`src/rtl/mem_ctrl_pkg.sv`:
```
// mem_ctrl_pkg: shared state encoding and defaults for the memory access controller
package mem_ctrl_pkg;
  typedef enum logic [1:0] {S_IDLE, S_WAIT, S_ACCESS, S_DONE} state_t;
  localparam int DEF_DEPTH = 9;
  localparam int DEF_WIDTH = 32;
  localparam int MAX_WAIT = 15;
  localparam int WCW = 4;
endpackage

```
`src/rtl/wait_counter.sv`:
```
// wait_counter: loadable down-counter that saturates at zero and flags it
module wait_counter
  import mem_ctrl_pkg::*;
(
  input  logic           clk,
  input  logic           rst_n,
  input  logic           load,
  input  logic           dec,
  input  logic [WCW-1:0] load_val,
  output logic           zero
);
  logic [WCW-1:0] cnt;
  // load on accept, otherwise count down while enabled, holding at zero
  always_ff @(posedge clk or negedge rst_n)
    if (!rst_n) cnt <= '0;
    else if (load) cnt <= load_val;
    else if (dec && cnt != '0) cnt <= cnt - 1'b1;
  assign zero = cnt == '0;
endmodule

```
`src/rtl/mem_ctrl.sv`:
```
// mem_ctrl: wait-stated single-port RAM access controller with range check
module mem_ctrl
  import mem_ctrl_pkg::*;
#(
  parameter int DEPTH = DEF_DEPTH,
  parameter int WIDTH = DEF_WIDTH,
  parameter int WAIT_STATES = 1
) (
  input  logic             clk,
  input  logic             rst_n,
  input  logic             req,
  input  logic             we,
  input  logic [31:0]      addr,
  input  logic [WIDTH-1:0] wdata,
  output logic [WIDTH-1:0] rdata,
  output logic             busy,
  output logic             done,
  output logic             err,
  output logic [DEPTH-1:0] ram_addr,
  output logic             ram_wr_en,
  output logic [WIDTH-1:0] ram_w_data,
  input  logic [WIDTH-1:0] ram_r_data
);
  localparam int WS = (WAIT_STATES > MAX_WAIT) ? MAX_WAIT : WAIT_STATES;
  localparam logic [WCW-1:0] WLOAD = WCW'((WS > 0) ? WS - 1 : 0);
  state_t state, nxt;
  logic accept, zero, oor_q, we_q;
  logic [DEPTH-1:0] addr_q;
  logic [WIDTH-1:0] wdata_q;
  assign accept = state == S_IDLE && req;
  assign ram_addr = addr_q;
  assign ram_w_data = wdata_q;
  wait_counter u_wait (
    .clk(clk),
    .rst_n(rst_n),
    .load(accept),
    .dec(state == S_WAIT),
    .load_val(WLOAD),
    .zero(zero)
  );
  // state register
  always_ff @(posedge clk or negedge rst_n)
    if (!rst_n) state <= S_IDLE;
    else state <= nxt;
  // next state and state-decoded outputs; out-of-range writes never strobe the RAM
  always_comb begin
    nxt = S_IDLE;
    busy = state != S_IDLE;
    done = state == S_DONE;
    err = state == S_DONE && oor_q;
    ram_wr_en = state == S_ACCESS && we_q && !oor_q;
    nxt = state == S_IDLE ? (req ? (WS > 0 ? S_WAIT : S_ACCESS) : S_IDLE) :
          state == S_WAIT ? (zero ? S_ACCESS : S_WAIT) :
          state == S_ACCESS ? S_DONE : S_IDLE;
  end
  // request capture; inputs are ignored until the next accept
  always_ff @(posedge clk or negedge rst_n)
    if (!rst_n) begin
      addr_q <= '0;
      oor_q <= 1'b0;
      we_q <= 1'b0;
      wdata_q <= '0;
    end else if (accept) begin
      addr_q <= addr[DEPTH-1:0];
      oor_q <= |addr[31:DEPTH];
      we_q <= we;
      wdata_q <= wdata;
    end
  // read result captured at the end of ACCESS; out-of-range reads return zero
  always_ff @(posedge clk or negedge rst_n)
    if (!rst_n) rdata <= '0;
    else if (state == S_ACCESS && !we_q) rdata <= oor_q ? '0 : ram_r_data;
endmodule

```
`config.mk`:
```
export PLATFORM = sky130hd
export DESIGN_NAME = mem_ctrl
export DESIGN_NICKNAME = d
export VERILOG_FILES = /design/src/rtl/mem_ctrl_pkg.sv /design/src/rtl/wait_counter.sv /design/src/rtl/mem_ctrl.sv
export SDC_FILE = /design/constraint.sdc
export NUM_CORES = 1
export LEC_CHECK = 0
export CORE_MARGIN = 5
export CORE_UTILIZATION = 30
export DETAILED_ROUTE_END_ITERATION = 10
export GPL_TIMING_DRIVEN = 0
export PLACE_DENSITY = 0.6
export SLEW_MARGIN = 40
export SYNTH_ARGS = -nofsm -noshare
export SYNTH_HDL_FRONTEND = slang
export SYNTH_SLANG_ARGS = --single-unit
```
`constraint.sdc`:
```
create_clock -name clk -period 2.57 [get_ports clk]
set_clock_uncertainty 0.2 [all_clocks]
set_input_delay 0.6425 -clock clk [delete_from_list [all_inputs] [get_ports clk]]
set_output_delay 0.6425 -clock clk [all_outputs]
set_load 0.02 [all_outputs]
```
==> flow_summary.html, run 1 <==
<table>
<tr><th>Metric</th><th>Value</th></tr>
<tr><th colspan="2">Outcome</th></tr>
<tr><td>Result of the run</td><td>finished clean</td></tr>
<tr><th colspan="2">Timing</th></tr>
<tr><td>Highest Clock Rate</td><td>0.403 GHz</td></tr>
<tr><td>Slew HR</td><td>0.786</td></tr>
<tr><td>Clock period minus final worst setup slack</td><td>2.48 ns</td></tr>
<tr><td>Final slew viol count</td><td>0</td></tr>
<tr><td>Final worst hold slack</td><td>~0.28 ns</td></tr>
<tr><td>Crit share post-route</td><td>0.965</td></tr>
<tr><td>Unrepaired setup endpoints after global routing</td><td>false</td></tr>
<tr><td>Number of hold-slack violations in the final timing report</td><td>0</td></tr>
<tr><td>Transition time at the pin with the least slew margin</td><td>0.321 ns</td></tr>
<tr><td>Minimum setup slack in the final design</td><td>0.0891 ns</td></tr>
<tr><td>Final total negative setup slack</td><td>0 ns</td></tr>
<tr><td>Count of final setup violators</td><td>0</td></tr>
<tr><th colspan="2">Logic synthesis</th></tr>
<tr><td>Largest family of logic cells by synthesized area</td><td>simple AND/OR/NAND/NOR gates</td></tr>
<tr><td>Yosys synthesis warning count</td><td>0</td></tr>
<tr><td>Part of the Yosys area used for sequential elements</td><td>0.587</td></tr>
<tr><td>Number of synthesized register bits</td><td>81</td></tr>
<tr><td>Simple-gate area share of the yosys netlist</td><td>0.140</td></tr>
<tr><td>Compound-cell area share of the yosys netlist</td><td>0.0923</td></tr>
<tr><td>Primary FF master, synth</td><td>dfrtp_1</td></tr>
<tr><td>Adder-cell area share of the yosys netlist</td><td>0.00362</td></tr>
<tr><td>Netlist Area Pre-Place</td><td>roughly 3500 um2</td></tr>
<tr><td>Number of standard cells after synthesis</td><td>about 270</td></tr>
<tr><td>Post-synth cell types</td><td>33</td></tr>
<tr><td>Post-Syn Nets</td><td>between 300 and 400</td></tr>
<tr><td>Async SR Flop Fraction</td><td>1.00</td></tr>
<tr><td>Mean cell area of the mapped netlist</td><td>12.7 um2</td></tr>
<tr><td>Mux cell area share after synthesis</td><td>0.140</td></tr>
<tr><td>Area share of xor/xnor cells in the synthesized design</td><td>0</td></tr>
<tr><td>Number of enable-type register cells in the synthesized netlist</td><td>0</td></tr>
<tr><th colspan="2">Final layout</th></tr>
<tr><td>Fraction of layout instances using a drive strength above 1</td><td>0.227</td></tr>
<tr><td>Number of nets in the final layout</td><td>between 500 and 600</td></tr>
<tr><td>Highest-count cells in the layout ignoring fill and taps</td><td>clkdlybuf4s50_1, dfrtp_1, mux2_2</td></tr>
<tr><td>Leading cell type in the layout, fill and taps excluded</td><td>clkdlybuf4s50_1</td></tr>
<tr><td>Filler Cell Count</td><td>around 1100</td></tr>
<tr><td>Antenna Cells</td><td>0</td></tr>
<tr><td>Core occupancy in the finished layout</td><td>0.510</td></tr>
<tr><td>Relative area change from synthesis to final layout</td><td>67.6%</td></tr>
<tr><th colspan="2">Worst setup path</th></tr>
<tr><td>Setup slack, reg-to-reg</td><td>approximately 0.69 ns</td></tr>
<tr><td>Delay of the slowest critical-path stage</td><td>slightly above 0.6 ns</td></tr>
<tr><td>Capturing point of the worst reg2reg path</td><td>ram_w_data[4]</td></tr>
<tr><td>Number of cells on the critical path</td><td>2</td></tr>
<tr><td>Critical path's top delay family</td><td>buffers and inverters</td></tr>
<tr><td>Classification of the worst setup path</td><td>reg2out</td></tr>
<tr><td>Count of buffering cells on the critical path with inverters included</td><td>1</td></tr>
<tr><td>Highest-delay cell along the critical path</td><td>clkdlybuf4s50_1</td></tr>
<tr><td>Crit end category</td><td>output port</td></tr>
<tr><td>Data required time of the worst path</td><td>1.73 ns</td></tr>
<tr><td>Series of cell instances along the critical path</td><td>and3_1 -&gt; clkdlybuf4s50_1</td></tr>
<tr><td>FF-to-FF path depth</td><td>4</td></tr>
<tr><td>Critical Path Start Type</td><td>register</td></tr>
<tr><td>Worst setup path endpoint</td><td>err</td></tr>
<tr><td>Max FO, Critical Path</td><td>9</td></tr>
<tr><td>Arrival @ worst endpoint</td><td>1.64 ns</td></tr>
<tr><th colspan="2">Placed design</th></tr>
<tr><td>Half-perimeter wire length after detailed placement</td><td>7070 um</td></tr>
<tr><td>Weighted congestion reported at the end of routability-driven placement</td><td>just over 0.7</td></tr>
<tr><td>Pre-CTS worst setup slack</td><td>0.0296 ns</td></tr>
<tr><td>Number of buffers added on ports</td><td>176</td></tr>
<tr><th colspan="2">Drt</th></tr>
<tr><td>Number of DRC markers in iteration 0</td><td>95</td></tr>
<tr><td>Number of routed nets with antenna violations</td><td>0</td></tr>
<tr><td>First-pass detailed-route iteration total</td><td>4</td></tr>
<tr><td>Average wire per cell in the routed design</td><td>15.2 um</td></tr>
<tr><td>Total Wirelength</td><td>9250 um</td></tr>
<tr><td>DRC viols</td><td>0</td></tr>
<tr><td>Detailed-route via count</td><td>~2800</td></tr>
<tr><td>Detailed-route vias per instance</td><td>4.55</td></tr>
<tr><th colspan="2">GRT</th></tr>
<tr><td>Overall track demand over capacity in global routing</td><td>0.135</td></tr>
<tr><td>Antenna violations before repair</td><td>0</td></tr>
<tr><td>Met1 Use GR</td><td>0.169</td></tr>
<tr><td>Met3 Track Usage GR</td><td>0.0529</td></tr>
<tr><td>Overflow left after global routing</td><td>0</td></tr>
<tr><td>First-pass GRT wire length</td><td>15400 um</td></tr>
<tr><td>Met2 Usage GRT</td><td>0.211</td></tr>
<tr><td>Pin count of the biggest net entering global routing</td><td>56</td></tr>
<tr><td>Highest-utilization routing layer at the global route stage</td><td>met2</td></tr>
<tr><td>Number of global-route vias before repair</td><td>2988</td></tr>
<tr><th colspan="2">Power</th></tr>
<tr><td>Lkg Pwr</td><td>around 2.4 nW</td></tr>
<tr><td>Worst supply voltage drop on vdd</td><td>0.659 mV</td></tr>
<tr><td>Pwr Density</td><td>around 1100 nW/um2</td></tr>
<tr><th colspan="2">Floorplanning</th></tr>
<tr><td>Area of the core</td><td>11400 um2</td></tr>
<tr><td>Total number of placement rows</td><td>39</td></tr>
<tr><td>Die Height</td><td>117 um</td></tr>
<tr><td>Die width</td><td>around 120 um</td></tr>
<tr><td>I/O Pins</td><td>177</td></tr>
<tr><td>Starting utilization of the core area</td><td>0.304</td></tr>
<tr><td>Full die area</td><td>13800 um2</td></tr>
<tr><th colspan="2">Clock network</th></tr>
<tr><td>Clock-pin slew on the worst setup and hold paths</td><td>roughly 0.06 ns</td></tr>
<tr><td>CTS H-Tree Depth</td><td>3</td></tr>
<tr><td>Max clock buf depth</td><td>2</td></tr>
<tr><td>Clock root cell</td><td>clkbuf_16</td></tr>
<tr><td>CTS tree</td><td>done</td></tr>
<tr><td>Clk sink count</td><td>81</td></tr>
<tr><td>Clk_lat worst skew</td><td>0.33 ns</td></tr>
<tr><td>Number of buffers inserted during clock tree synthesis</td><td>9</td></tr>
<tr><th colspan="2">Hold path</th></tr>
<tr><td>Hold Crit Class</td><td>reg2reg</td></tr>
<tr><th colspan="2">Run</th></tr>
<tr><td>Number of max-cap violations</td><td>0</td></tr>
</table>
[area by class of cell]
class | count | area (um2) | area share
plain buffers | 14 | 119 | 0.0205
repair buffers | 180 | 1820 | 0.314
inverters | 2 | 7.51 | 0.00130
clock buffers | 10 | 239 | 0.0413
multi-input cells | 174 | 1300 | 0.224
flip-flops and latches | 81 | 2030 | 0.350
clock inverters | 6 | 105 | 0.0181
well taps | 143 | 179 | 0.0309
[synth_stat cells, types with 2 or more instances]
master,instances,share of area
nand2b_1,35,0.063
inv_1,2,0.0022
nand2_1,32,0.035
buf_4,3,0.0065
buf_2,2,0.0029
clkbuf_1,3,0.0033
o21ai_2,28,0.071
a21oi_1,3,0.0043
mux2_2,42,0.14
nor4_1,5,0.0091
nor3b_1,2,0.0043
o21ai_0,3,0.0043
nand3_1,3,0.0043
buf_6,7,0.023
dfrtp_1,81,0.59
o21ai_1,4,0.0058
[repair_timing]
item | 4_1_cts | 5_1_grt
endpoints found under the setup margin | 2 | 2
buffers inserted | 0 | 2
hold buffers | 1 | 0
endpoints found under the hold margin | 26 | 0
gates resized for setup | 2 | 1
[state kept, by name (all words and copies together), names as in the netlist, named ones only]
register and cells:
ram_w_data 32, state 1, u_wait.cnt 4, we_q 1, ram_addr 9, rdata 32, oor_q 1
[worst min-delay path by stage]
stage | from | to | slack [ns] | depth (start not counted)
CTS | rdata[27] | rdata[27] | 0.28 | 2
floorplan | rst_n | async pin | 0.15 | 0
global route | rdata[14] | rdata[14] | 0.30 | 2
global placement | rdata[7] | rdata[7] | 0.26 | 2
finish | rdata[27] | rdata[27] | 0.28 | 2
detailed placement | rdata[27] | rdata[27] | 0.27 | 2
[where the power goes]
part / switching, mW / internal [mW] / total [mW]
clock: 0.502 / 0.970 / 1.47
sequential: 0.303 / 1.82 / 2.13
combinational: 1.37 / 1.55 / 2.92
[metal layers]
metal | wire length (um) | up-vias
li1 | - | 1319
met1 | 3940 | 1336
met2 | 4370 | 106
met3 | 780 | 12
met4 | 163 | 0
met5 | 0 | -
[cells by family after synthesis]
family                   Yosys count
multiplexers                      43
buffers and inverters             17
AO/OA/AOI/OAI                     41
flip-flops                        81
AND/OR/NAND/NOR                   89
adder cells (fa/ha/maj)            1
[metrics by stage]
| stage | instance area [um2] | std cells | power, mW |
|---|---|---|---|
| floorplan | 3460 | 272 | 3.65 |
| finish | 5790 | 610 | 6.52 |
| detailed placement | 5430 | 592 | 5.12 |
| global route | 5790 | 610 | 6.88 |
| CTS | 5780 | 608 | 6.63 |
| global placement | 5400 | 591 | 5.05 |
[worst register-to-register path: stages (launching register included)]
cell and delay (ns):
dfrtp_1 0.47, nor3b_2 0.29, buf_4 0.24, buf_4 0.22, mux2_2 0.35
No activity file was read; power rests on OpenSTA's default activity.
==> run 2: changes to the inputs <==
--- a/config.mk
+++ b/config.mk
@@ -8,6 +8,7 @@
 export CORE_MARGIN = 5
 export CORE_UTILIZATION = 30
 export DETAILED_ROUTE_END_ITERATION = 10
+export GPL_ROUTABILITY_DRIVEN = 0
 export GPL_TIMING_DRIVEN = 0
 export PLACE_DENSITY = 0.6
 export SLEW_MARGIN = 40
==> constraint.sdc (replaced) <==
create_clock -name clk -period 2.57 [get_ports clk]
set_clock_uncertainty 0.2 [all_clocks]
set_input_delay 0.3855 -clock clk [delete_from_list [all_inputs] [get_ports clk]]
set_output_delay 0.3855 -clock clk [all_outputs]
set_load 0.02 [all_outputs]
==> run 2 against run 1 <==
  * Die area unchanged
  * Largest power group unchanged
  * Wire length about the same
  * Critical path type unchanged
  * Combinational power about the same
  * Sequential cell count unchanged
  * Critical path depth increased by 1
  * Largest cell class unchanged
  * Non-clock buffer count decreased by 2
  * Core utilization decreased by 0.15 points
  * Register-to-register slack about the same
==> flow_summary.html, run 2 (same netlist as run 1, synthesis figures left out) <==
<table>
<tr><th>Metric</th><th>Value</th></tr>
<tr><th colspan="2">Outcome</th></tr>
<tr><td>Result of the run</td><td>finished clean</td></tr>
<tr><th colspan="2">Final layout</th></tr>
<tr><td>Antenna Cells</td><td>0 (unchanged)</td></tr>
<tr><td>Final Non-Filler Cells</td><td>608 (-0.33%)</td></tr>
<tr><td>Leading cell type in the layout, fill and taps excluded</td><td>clkdlybuf4s50_1</td></tr>
<tr><td>Number of nets in the final layout</td><td>561 (-0.36%)</td></tr>
<tr><td>Fraction of layout instances using a drive strength above 1</td><td>0.222 (-0.00548)</td></tr>
<tr><td>Highest-count cells in the layout ignoring fill and taps</td><td>clkdlybuf4s50_1, dfrtp_1, mux2_2</td></tr>
<tr><td>Relative area change from synthesis to final layout</td><td>67.1%</td></tr>
<tr><th colspan="2">Hold path</th></tr>
<tr><td>Hold Crit Class</td><td>reg2reg</td></tr>
<tr><th colspan="2">Drt</th></tr>
<tr><td>First-pass detailed-route iteration total</td><td>6 (+2)</td></tr>
<tr><td>Number of routed nets with antenna violations</td><td>0 (unchanged)</td></tr>
<tr><td>DRC viols</td><td>0 (unchanged)</td></tr>
<tr><td>Detailed-route vias per instance</td><td>4.55 (about the same)</td></tr>
<tr><td>Number of DRC markers in iteration 0</td><td>115 (+21%)</td></tr>
<tr><td>Detailed-route via count</td><td>2765 (-0.29%)</td></tr>
<tr><td>Average wire per cell in the routed design</td><td>15.2 um (+0.25%)</td></tr>
<tr><td>Total Wirelength</td><td>9250 um (about the same)</td></tr>
<tr><th colspan="2">Timing</th></tr>
<tr><td>Highest Clock Rate</td><td>0.410 GHz (+1.8%)</td></tr>
<tr><td>Count of final setup violators</td><td>0 (unchanged)</td></tr>
<tr><td>Final slew viol count</td><td>0 (unchanged)</td></tr>
<tr><td>Clock period minus final worst setup slack</td><td>2.44 ns (-0.0445 ns)</td></tr>
<tr><td>Crit share post-route</td><td>0.948 (-0.0173)</td></tr>
<tr><td>Slew HR</td><td>0.674 (-0.112)</td></tr>
<tr><td>Number of hold-slack violations in the final timing report</td><td>0 (unchanged)</td></tr>
<tr><td>Transition time at the pin with the least slew margin</td><td>0.489 ns (+0.169 ns)</td></tr>
<tr><td>Unrepaired setup endpoints after global routing</td><td>false</td></tr>
<tr><td>Final total negative setup slack</td><td>0 ns (unchanged)</td></tr>
<tr><th colspan="2">GRT</th></tr>
<tr><td>Number of global-route vias before repair</td><td>2988 (unchanged)</td></tr>
<tr><td>Pin count of the biggest net entering global routing</td><td>56 (unchanged)</td></tr>
<tr><td>Overall track demand over capacity in global routing</td><td>0.135 (unchanged)</td></tr>
<tr><td>First-pass GRT wire length</td><td>15400 um (unchanged)</td></tr>
<tr><td>Antenna violations before repair</td><td>0 (unchanged)</td></tr>
<tr><td>Overflow left after global routing</td><td>0 (unchanged)</td></tr>
<tr><th colspan="2">Clock network</th></tr>
<tr><td>Clock-pin slew on the worst setup and hold paths</td><td>0.06 ns (about the same)</td></tr>
<tr><td>Number of buffers inserted during clock tree synthesis</td><td>9 (unchanged)</td></tr>
<tr><td>Clock root cell</td><td>clkbuf_16</td></tr>
<tr><td>Number of gates given a new drive strength after cts</td><td>0 (-2)</td></tr>
<tr><td>Clk sink count</td><td>81 (unchanged)</td></tr>
<tr><td>Max clock buf depth</td><td>2 (unchanged)</td></tr>
<tr><td>Clk_lat worst skew</td><td>0.33 ns (about the same)</td></tr>
<tr><td>CTS H-Tree Depth</td><td>3 (unchanged)</td></tr>
<tr><td>CTS tree</td><td>done</td></tr>
<tr><th colspan="2">Power</th></tr>
<tr><td>Lkg Pwr</td><td>2.34 nW (-0.84%)</td></tr>
<tr><td>Pwr Density</td><td>1130 nW/um2 (+0.32%)</td></tr>
<tr><td>Worst supply voltage drop on vdd</td><td>0.659 mV (about the same)</td></tr>
<tr><th colspan="2">Floorplanning</th></tr>
<tr><td>Die width</td><td>117 um (unchanged)</td></tr>
<tr><td>Full die area</td><td>13800 um2 (unchanged)</td></tr>
<tr><td>I/O Pins</td><td>177 (unchanged)</td></tr>
<tr><td>Area of the core</td><td>11400 um2 (unchanged)</td></tr>
<tr><td>Total number of placement rows</td><td>39 (unchanged)</td></tr>
<tr><td>Starting utilization of the core area</td><td>0.304 (unchanged)</td></tr>
<tr><td>Die Height</td><td>117 um (unchanged)</td></tr>
<tr><th colspan="2">Worst setup path</th></tr>
<tr><td>Critical Path Start Type</td><td>register</td></tr>
<tr><td>Arrival @ worst endpoint</td><td>1.85 ns (+0.21 ns)</td></tr>
<tr><td>Max FO, Critical Path</td><td>9 (unchanged)</td></tr>
<tr><td>Classification of the worst setup path</td><td>reg2out</td></tr>
<tr><td>Data required time of the worst path</td><td>1.98 ns (+0.25 ns)</td></tr>
<tr><td>Crit end category</td><td>output port</td></tr>
<tr><th colspan="2">Run</th></tr>
<tr><td>Number of max-cap violations</td><td>0 (unchanged)</td></tr>
<tr><th colspan="2">Placed design</th></tr>
<tr><td>Total instance count after detailed placement</td><td>592 (unchanged)</td></tr>
<tr><td>Half-perimeter wire length after detailed placement</td><td>7070 um (unchanged)</td></tr>
<tr><td>Number of buffers added on ports</td><td>176 (unchanged)</td></tr>
</table>
## run 2: cell count changes in the layout (fill, tap and decap cells not counted), sizes merged
cell / change
dlymetal6s2s: -1
dlygate4sd2: -1
buf: -2
clkdlybuf4s50: +2
## run 2: path summary, 6_finish.rpt
check                      startpoint            end  slack (ns)  depth (start not counted)
max                          state[0]      ram_wr_en        0.13                          3
min                         rdata[27]      rdata[27]        0.28                          2
max reg2reg                  register  ram_w_data[4]        0.69                          4
min reg2reg                 rdata[27]      rdata[27]        0.28                          2
max in group asynchronous       rst_n  u_wait.cnt[2]        1.31                          3
min in group asynchronous       rst_n      rdata[14]        0.30                          2
## run 2: metal layers
| metal | part of all wire | track usage |
|---|---|---|
| met5 | 0 | 0 |
| met4 | 0.018 | 0.0493 |
| met3 | 0.085 | 0.0529 |
| met2 | 0.47 | 0.211 |
| met1 | 0.43 | 0.169 |
## run 2: critical path, stage by stage (launching register included)
cell and delay, ns:
dfrtp_1 0.47, nand2b_1 0.20, nor3b_1 0.20, clkdlybuf4s50_1 0.65
## run 2: area by class of cell
type | count | area (um2)
sequential | 81 | 2030
tap | 143 | 179
buffer | 14 | 119
inverter | 2 | 7.51
clock inverter | 6 | 105
multi-input combinational | 174 | 1300
clock buffer | 10 | 239
timing repair buffer | 178 | 1800
fill | 1057 | 5590
## run 2: timing repair
action                                  CTS  global route
buffers inserted                          0             0
hold buffers                              1             0
endpoints found under the hold margin    26             0
endpoints found under the setup margin    1             0
## run 2: metrics by stage
step	setup slack [ns]	power, mW	utilization	instance area, um2	hold WS, ns
after floorplan	0.857	3.65	-	3460	-0.110
after CTS	0.101	6.63	0.508	5780	0.279
after global routing	0.0452	6.88	0.508	5780	0.295
after detailed placement	0.287	5.12	0.477	5430	0.0736
after global placement	-2.20	5.05	0.475	5400	0.260
final	0.134	6.52	0.508	5780	0.278
## run 2: where the power goes
group          leakage (nW)  switching [mW]  internal [mW]
clock                 0.172           0.501          0.970
combinational          1.17            1.37           1.55
sequential             1.00           0.302           1.82
==> run 3: changes to the inputs <==
--- a/config.mk
+++ b/config.mk
@@ -7,10 +7,10 @@
 export LEC_CHECK = 0
 export CORE_MARGIN = 5
 export CORE_UTILIZATION = 30
+export CTS_CLUSTER_DIAMETER = 50
 export DETAILED_ROUTE_END_ITERATION = 10
 export GPL_ROUTABILITY_DRIVEN = 0
 export GPL_TIMING_DRIVEN = 0
-export PLACE_DENSITY = 0.6
 export SLEW_MARGIN = 40
 export SYNTH_ARGS = -nofsm -noshare
 export SYNTH_HDL_FRONTEND = slang
==> results of run 3 <==
Same layout as run 2: the final DEF is identical, and so are final timing and power.
